===== src/rtl/pong_renderer_pipe.sv =====
// Two-stage Pong pixel renderer: frame-coherent object hit tests, midline dashes,
// offscreen blanking and a frame-counted colour-inversion flash.
module pong_renderer_pipe #(
    parameter int unsigned COORD_W      = 10,
    parameter int unsigned SCREEN_W     = 640,
    parameter int unsigned SCREEN_H     = 480,
    parameter int unsigned BALL_SIZE    = 10,
    parameter int unsigned PADDLE_W     = 10,
    parameter int unsigned PADDLE_H     = 60,
    parameter int unsigned PADDLEL_X    = 3,
    parameter int unsigned PADDLER_X    = 630,
    parameter int unsigned MID_W        = 4,
    parameter int unsigned DASH_LOG2    = 5,
    parameter logic [23:0] FG_COLOR     = 24'h000000,
    parameter logic [23:0] BG_COLOR     = 24'hFFFFFF,
    parameter int unsigned FLASH_FRAMES = 8
) (
    input  logic               clk,
    input  logic               reset,
    input  logic               pix_valid,
    input  logic               hsync_in,
    input  logic               vsync_in,
    input  logic [COORD_W-1:0] x,
    input  logic [COORD_W-1:0] y,
    input  logic [COORD_W-1:0] ball_x,
    input  logic [COORD_W-1:0] ball_y,
    input  logic [COORD_W-1:0] paddleL_y,
    input  logic [COORD_W-1:0] paddleR_y,
    input  logic               flash_req,
    output logic               out_valid,
    output logic               hsync_out,
    output logic               vsync_out,
    output logic [23:0]        out_color,
    output logic               flash_active
);

    localparam int unsigned UW      = COORD_W + 1;
    localparam int unsigned FLASH_W = $clog2(FLASH_FRAMES + 1);

    logic [COORD_W-1:0] ball_x_q, ball_x_d, ball_y_q, ball_y_d;
    logic [COORD_W-1:0] padl_y_q, padl_y_d, padr_y_q, padr_y_d;
    logic [FLASH_W-1:0] flash_cnt_q, flash_cnt_d;

    logic s1_ball_q, s1_ball_d, s1_padl_q, s1_padl_d, s1_padr_q, s1_padr_d;
    logic s1_mid_q, s1_mid_d, s1_off_q, s1_off_d, s1_flash_q, s1_flash_d;
    logic s1_valid_q, s1_valid_d, s1_hs_q, s1_hs_d, s1_vs_q, s1_vs_d;

    logic        out_valid_q, out_valid_d, hsync_out_q, hsync_out_d;
    logic        vsync_out_q, vsync_out_d;
    logic [23:0] out_color_q, out_color_d;

    logic               fs, hit;
    logic [UW-1:0]      xe, ye, bx, by, ply, pry;
    logic [23:0]        fg, bg;

    // Stage 1: hit tests. Bounds are evaluated in COORD_W+1 bits so pos+size never wraps.
    always_comb begin
        fs  = pix_valid && (x == '0) && (y == '0);
        xe  = {1'b0, x};
        ye  = {1'b0, y};
        bx  = {1'b0, fs ? ball_x    : ball_x_q};
        by  = {1'b0, fs ? ball_y    : ball_y_q};
        ply = {1'b0, fs ? paddleL_y : padl_y_q};
        pry = {1'b0, fs ? paddleR_y : padr_y_q};

        ball_x_d = fs ? ball_x    : ball_x_q;
        ball_y_d = fs ? ball_y    : ball_y_q;
        padl_y_d = fs ? paddleL_y : padl_y_q;
        padr_y_d = fs ? paddleR_y : padr_y_q;

        flash_cnt_d = flash_cnt_q;
        if (flash_req)
            flash_cnt_d = FLASH_W'(FLASH_FRAMES);
        else if (fs && (flash_cnt_q != '0))
            flash_cnt_d = flash_cnt_q - FLASH_W'(1);

        s1_ball_d  = (bx <= xe) && (xe < bx + UW'(BALL_SIZE)) &&
                     (by <= ye) && (ye < by + UW'(BALL_SIZE));
        s1_padl_d  = (UW'(PADDLEL_X) <= xe) && (xe < UW'(PADDLEL_X + PADDLE_W)) &&
                     (ply <= ye) && (ye < ply + UW'(PADDLE_H));
        s1_padr_d  = (UW'(PADDLER_X) <= xe) && (xe < UW'(PADDLER_X + PADDLE_W)) &&
                     (pry <= ye) && (ye < pry + UW'(PADDLE_H));
        s1_mid_d   = (UW'(SCREEN_W/2 - MID_W/2) <= xe) && (xe < UW'(SCREEN_W/2 + MID_W/2)) &&
                     !y[DASH_LOG2-1];
        s1_off_d   = (xe >= UW'(SCREEN_W)) || (ye >= UW'(SCREEN_H));
        s1_flash_d = (flash_cnt_q != '0);
        s1_valid_d = pix_valid;
        s1_hs_d    = hsync_in;
        s1_vs_d    = vsync_in;
    end

    // Stage 2: colour selection; offscreen and invalid pixels are forced black.
    always_comb begin
        hit = s1_ball_q || s1_padl_q || s1_padr_q || s1_mid_q;
        fg  = s1_flash_q ? BG_COLOR : FG_COLOR;
        bg  = s1_flash_q ? FG_COLOR : BG_COLOR;
        out_color_d = '0;
        if (s1_valid_q && !s1_off_q)
            out_color_d = hit ? fg : bg;
        out_valid_d = s1_valid_q;
        hsync_out_d = s1_hs_q;
        vsync_out_d = s1_vs_q;
    end

    always_ff @(posedge clk or posedge reset) begin
        if (reset) begin
            ball_x_q    <= COORD_W'(SCREEN_W / 2);
            ball_y_q    <= COORD_W'(SCREEN_H / 2);
            padl_y_q    <= COORD_W'((SCREEN_H - PADDLE_H) / 2);
            padr_y_q    <= COORD_W'((SCREEN_H - PADDLE_H) / 2);
            flash_cnt_q <= '0;
            s1_ball_q   <= 1'b0;
            s1_padl_q   <= 1'b0;
            s1_padr_q   <= 1'b0;
            s1_mid_q    <= 1'b0;
            s1_off_q    <= 1'b0;
            s1_flash_q  <= 1'b0;
            s1_valid_q  <= 1'b0;
            s1_hs_q     <= 1'b0;
            s1_vs_q     <= 1'b0;
            out_valid_q <= 1'b0;
            hsync_out_q <= 1'b0;
            vsync_out_q <= 1'b0;
            out_color_q <= '0;
        end else begin
            ball_x_q    <= ball_x_d;
            ball_y_q    <= ball_y_d;
            padl_y_q    <= padl_y_d;
            padr_y_q    <= padr_y_d;
            flash_cnt_q <= flash_cnt_d;
            s1_ball_q   <= s1_ball_d;
            s1_padl_q   <= s1_padl_d;
            s1_padr_q   <= s1_padr_d;
            s1_mid_q    <= s1_mid_d;
            s1_off_q    <= s1_off_d;
            s1_flash_q  <= s1_flash_d;
            s1_valid_q  <= s1_valid_d;
            s1_hs_q     <= s1_hs_d;
            s1_vs_q     <= s1_vs_d;
            out_valid_q <= out_valid_d;
            hsync_out_q <= hsync_out_d;
            vsync_out_q <= vsync_out_d;
            out_color_q <= out_color_d;
        end
    end

    assign out_valid    = out_valid_q;
    assign hsync_out    = hsync_out_q;
    assign vsync_out    = vsync_out_q;
    assign out_color    = out_color_q;
    assign flash_active = (flash_cnt_q != '0);

endmodule


===== config.mk =====
export PLATFORM = sky130hd
export DESIGN_NAME = pong_renderer_pipe
export DESIGN_NICKNAME = d
export VERILOG_FILES = /design/src/rtl/pong_renderer_pipe.sv
export SDC_FILE = /design/constraint.sdc
export NUM_CORES = 1
export LEC_CHECK = 0
export ABC_AREA = 1
export BUFFER_PORTS_ARGS = -buffer_cell sky130_fd_sc_hd__buf_2
export CELL_PAD_IN_SITES_DETAIL_PLACEMENT = 1
export CELL_PAD_IN_SITES_GLOBAL_PLACEMENT = 1
export CORE_ASPECT_RATIO = 2
export CORE_UTILIZATION = 35
export CTS_CLUSTER_SIZE = 40
export DETAILED_ROUTE_END_ITERATION = 10
export PLACE_DENSITY_LB_ADDON = 0.1
export SETUP_SLACK_MARGIN = 0.5
export SYNTH_ARGS = -nofsm -noshare
export SYNTH_HDL_FRONTEND = slang
export SYNTH_SLANG_ARGS = --single-unit

===== constraint.sdc =====
create_clock -name clk -period 2.55 [get_ports clk]
set_clock_uncertainty 0.1 [all_clocks]
set_input_delay 0.3825 -clock clk [delete_from_list [all_inputs] [get_ports clk]]
set_output_delay 0.3825 -clock clk [all_outputs]
set_load 0.02 [all_outputs]

# Yosys cells after proc, flatten, opt, wreduce, memory -nomap -nowiden
# Index checks and enable logic that the tools add are counted.
[word_totals]
n_memories = 0
romBits = 0
latch_bits = 0
mem_bits_rw = 0
ff_bits = 80
wordCells = 74
[classes]
n_lt_le_gt_ge = 16
addsub = 5
reduce_logical = 25
n_mux = 10
shifts = 0
div_mod_pow = 0
bitwise_logic = 0
n_mul = 0
eq_ne = 0
[ops]
columns = ["operator", "n"]
rows = [
  ["$mux W24", 4],
  ["$lt A10 B11 Y1", 4],
  ["$le A10 B10 Y1", 4],
  ["$mux W10", 4],
  ["$add A10 B4 Y11 const B", 2],
  ["$add A10 B6 Y11 const B", 2],
  ["$logic_not A10 Y1", 2],
  ["$logic_and A1 B1 Y1", 15],
  ["$ge A10 B10 Y1 const B", 1],
  ["$ge A10 B9 Y1 const B", 1],
  ["$le A10 B10 Y1 const A", 1],
  ["$le A2 B10 Y1 const A", 1],
  ["$le A9 B10 Y1 const A", 1],
  ["$lt A10 B10 Y1 const B", 1],
  ["$lt A10 B4 Y1 const B", 1],
  ["$lt A10 B9 Y1 const B", 1],
  ["$mux W4", 2],
  ["$logic_or A1 B1 Y1", 4],
  ["$reduce_bool A4 Y1", 1],
  ["$sub A4 B1 Y4 const B", 1],
  ["$logic_not A1 Y1", 2],
  ["$reduce_bool A2 Y1", 1],
]

# Longest topological paths before layout
[logic_depth]
ltp_word = 9
depth_mapped = 22

# Worst setup path before layout
# OpenSTA, ideal clock, no wires.
[synth_path]
path_type = "in2reg"
startpoint = "input port x[8]"
endpoint = "register s1_padl_q"
stages = 20
slack_ps = -388
arrival_time_ps = 2758
required_time_ps = 2370
cell_sequence = "nor2_2 -> nand2_2 -> nor2_4 -> nand3_4 -> inv_4 -> buf_6 -> nand2_1 -> nand2_2 -> inv_1 -> ha_1 -> nand2_2 -> xor2_1 -> ha_1 -> a21oi_1 -> o21ai_0 -> o211ai_1 -> nand2_1 -> a21oi_1 -> nor2_1 -> nor3b_2"
[synth_between]
elab_chain_len = 7
elab_cells_between_ends = 12
cone_classes = "add/sub: 1; order compare: 4; mux: 1; reduce/logical: 6"
[synth_lines]
columns = ["element", "line", "text"]
rows = [
  ["from (decl)", "23", "input logic [COORD_W-1:0] x,"],
  ["$logic_not A10 Y1", "58", "fs = pix_valid && (x == '0) && (y == '0);"],
  ["$logic_and A1 B1 Y1 (2 in a row)", "58", ""],
  ["$mux W10", "n/a", ""],
  ["$add A10 B6 Y11 / $le A10 B10 Y1 (equally long branches)", "80", "(ply <= ye) && (ye < ply + UW'(PADDLE_H));"],
  ["$lt A10 B11 Y1 / $logic_and A1 B1 Y1 (equally long branches)", "80, 79", ""],
  ["$logic_and A1 B1 Y1 (*)", "80", ""],
  ["named net s1_padl_d", "44", "logic s1_ball_q, s1_ball_d, s1_padl_q, s1_padl_d, s1_padr_q, s1_padr_d;"],
  ["to (signal assigned)", "132", "s1_padl_q <= s1_padl_d;"],
  ["to (decl)", "44", ""],
]
# Mark *: on every way through the listed nets, which the timed path passes. The rest lies on a longest branch.
# A chain may end at the register's enable or synchronous reset.

# Worst setup path after layout
[layout_path]
startpoint = "input port y[0]"
endpoint = "register s1_ball_q"
[layout_between]
elab_chain_len = 8
elab_cells_between_ends = 13
cone_classes = "add/sub: 2; order compare: 4; mux: 2; reduce/logical: 5"
[layout_lines]
columns = ["element", "line", "text"]
rows = [
  ["from (decl)", "24", "input logic [COORD_W-1:0] y,"],
  ["$logic_not A10 Y1", "58", ""],
  ["$logic_and A1 B1 Y1", "58", ""],
  ["$mux W10", "n/a", ""],
  ["$add A10 B4 Y11", "77", "s1_ball_d = (bx <= xe) && (xe < bx + UW'(BALL_SIZE)) &&"],
  ["$lt A10 B11 Y1", "77", ""],
  ["$logic_and A1 B1 Y1 (2 in a row)", "77", ""],
  ["$logic_and A1 B1 Y1 (*)", "78", "(by <= ye) && (ye < by + UW'(BALL_SIZE));"],
  ["named net s1_ball_d", "44", ""],
  ["to (signal assigned)", "131", "s1_ball_q <= s1_ball_d;"],
  ["to (decl)", "44", ""],
]
# Marked as above.

==> results_dict.tcl <==
set metrics [dict create \
    dp_hpwl_um 14000 \
    clockBufferDepth 2 \
    grt_max_degree 58 \
    placement.io_buffers 93 \
    n_antenna_cell 0 \
    cp_num_buf_inv 3 \
    first_pass_iters 4 \
    p_leak_nw 3.69 \
    synthFlopType "dfrtp_1" \
    drtIter0Drc 99 \
    fin_ws_ns -0.333 \
    io_pins 94 \
    path_cells "buf_8 > nor2_4 > buf_6 > nand2_4 > nor2_4 > nand3_4 > buf_4 > nand2_1 > nand2_2 > ha_4 > o21ai_2 > xor2_1 > ha_1 > nand2_1 > o21a_1 > o21ai_2 > nand3_1 > nand2_1 > a21o_1 > nand2_1 > nand3_2 > a21oi_2" \
    min_period_over_period 1.13 \
    synth_nets 762 \
    maxCapViolCount 0 \
    grt_pass1_vias 5378 \
    die_w_um 86.4 \
    rsz0062_at_grt "yes" \
    critPathKind "input pin to register" \
    multi_input_area_um2 3240 \
    antenna_found_initial 0 \
    wl_per_cell_um 17.0 \
    drtAntennaViolNets 0 \
    grt_overflow 0 \
    cts-root-buf "clkbuf_16" \
    clock_sinks 57 \
    ys_warn_count 0 \
    slew_viol_final 0 \
    grtUsageTotal 0.248 \
    min_path_type "input pin to async pin" \
    postCtsHoldBufs 0 \
    cts_buffers 9 \
    avgSynthCellArea_um2 8.13 \
    synth.area.top_cells "dfrtp_1 22%, ha_1 21%, nand2_1 11%" \
    period_needed_ns 2.88 \
    startpoint_type "input pin" \
    vias 4826 \
    fin_area_um2 6960 \
    tightest_slew_ns 0.581 \
    slew_headroom 0.609 \
    reg2reg_from "ball_y_q[4]" \
    htree_num_levels 3 \
    dpl-instance-area_um2 6300 \
    cpPeakStageDelay_ns 0.28 \
    ys_async_sr_fraction 1.00 \
    cp_max_fo 4 \
    status "finished, violations left" \
    end_kind "register" \
    cts_tree "built" \
    wirelength_um 17000 \
    area_growth_pct 39.6 \
    timing.fmax_mhz 347 \
    die_y_um 171 \
    grt_pass1_wl_um 27200 \
    core_area_um2 13900 \
    fin_hold_ws_ns 0.00183 \
    yosys.area.top_type "dfrtp_1" \
    die-area_um2 14700 \
    synthCells 613 \
    drive_above_1_share 0.406 \
    crit_family "simple AND/OR/NAND/NOR gates" \
    cp_data_required_time_ns 2.71 \
    gp_congestion 0.899 \
    std_cell_rows 61 \
    fin_nets 954 \
    reg2regPathDepth 14 \
    seq_area_um2 1440 \
    netlist_area_um2 4980 \
    crit_path_top_delay_cell "ha_1" \
    reg2reg_to "s1_ball_q" \
    ir_worst_vdd_mv 0.297 \
    reg2reg_setup_slack_ns 0.09 \
    ys_seq_elements 57 \
    finalSetupViolCount 3 \
    cp.arrival_ns 3.04 \
    clk_latency_ns 0.33 \
    cts.reportedPaths.clkPinSlew_ns 0.05 \
    synth_top_area_frac 0.216 \
    drc 0 \
    vias_per_cell 4.83 \
    violations "setup timing" \
    synth_edf_count 0 \
    initial_core_util 0.359 \
    crit_top_cell "nand2_1" \
    setup_tns_ns -0.959 \
    p_per_area_nw_per_um2 367 \
    hold_viol_final 0 \
    nFillCells 1727 \
    ys_types 48 \
    seq_area_frac_synth 0.290 \
]
## metal layers
metal  routed length, um  vias up  track usage
met5                   0        -            0
met2               10200       98        0.497
met1                5720     2326        0.230
li1                    -     2368            -
met4                 802        0        0.143
met3                 332       34       0.0304
## tightest hold or removal path, cell delays in order
cell and delay, ns:
buf_2 0.10, inv_2 0.06, buf_12 0.28
## where the power goes
group | switching, mW | total [mW] | leakage, nW | internal [mW]
clock network | 0.436 | 1.29 | 0.152 | 0.849
registers | 0.00380 | 0.917 | 0.707 | 0.914
logic | 0.202 | 0.348 | 2.83 | 0.146
total | 0.642 | 2.55 | 3.69 | 1.91
## kinds of logic (layout without fill, tap and decap cells)
logic type / count (synthesis) / count (layout) / share of synthesized area
AND/OR/NAND/NOR: 256 / 256 / 0.248
buffers and inverters: 108 / 305 / 0.107
AO/OA/AOI/OAI: 84 / 84 / 0.102
adder cells (fa/ha/maj): 83 / 83 / 0.208
flip-flops: 57 / 57 / 0.290
XOR/XNOR: 25 / 25 / 0.0439
## cell type report
cell class,instances,share of cell area
multi-input cells,448,0.466
flip-flops and latches,57,0.208
repair buffers,210,0.203
inverters,79,0.0444
well taps,189,0.0340
clock buffers,10,0.0329
clock inverters,6,0.0119
## synth_stat cells, types with 2 or more instances
library cell	count
nor2_1	29
o221ai_1	2
inv_1	74
o21a_1	2
o21ai_1	7
nand2_1	148
nand2_4	3
nor3_1	5
nor4_1	3
nor3_4	2
nand4_1	17
dfstp_2	14
xor2_1	20
nor2_2	7
o21ai_0	15
buf_6	4
a21boi_2	2
a211oi_1	2
nor3b_2	2
buf_4	24
o211ai_1	2
xnor2_1	5
dfrtp_1	43
or2_2	3
nand2_2	14
o21ai_2	3
ha_1	83
a21oi_1	38
a21o_1	2
inv_2	2
nor2_4	5
nand3_4	2
nand3_1	13
o21bai_1	2
## worst max-delay path by stage
stage	from	to	cells past startpoint
2_1_floorplan	y[8]	s1_padl_q	20
3_3_place_gp	y[0]	s1_padr_q	19
3_5_place_dp	y[0]	s1_padr_q	19
4_1_cts	y[1]	s1_padr_q	19
5_1_grt	y[0]	s1_ball_q	22
6_report	y[0]	s1_ball_q	22
## cell usage in the layout (no fill, tap or decap), drive strengths merged, types with 16 or more instances in the layout
master  count
dfrtp      43
ha         83
a21oi      39
nand3      16
inv        77
o21ai      26
buf       210
xor2       20
nand4      17
nand2     165
nor2       41
## registers in the layout, indices dropped and copies added (netlist names), 4 cells and up
name and cells:
ball_x_q 10, ball_y_q 10, padl_y_q 10, padr_y_q 10, flash_cnt_q 4
## what timing repair did
item / in CTS / in global routing
setup buffers: 8 / 7
setup endpoints to repair: 3 / 4
pin swaps: 15 / 31
gates resized for setup: 28 / 26
## stage by stage
stage | setup WS, ns | power, mW | util | instances
after floorplan | -0.282 | 1.08 | - | 613
after global placement | -0.747 | 1.25 | 0.453 | 968
after detailed placement | -0.892 | 1.26 | 0.453 | 968
after CTS | -0.354 | 2.57 | 0.489 | 992
after global routing | -0.504 | 2.65 | 0.501 | 999
final | -0.333 | 2.55 | 0.501 | 999
(Power assumes the default switching activity.)
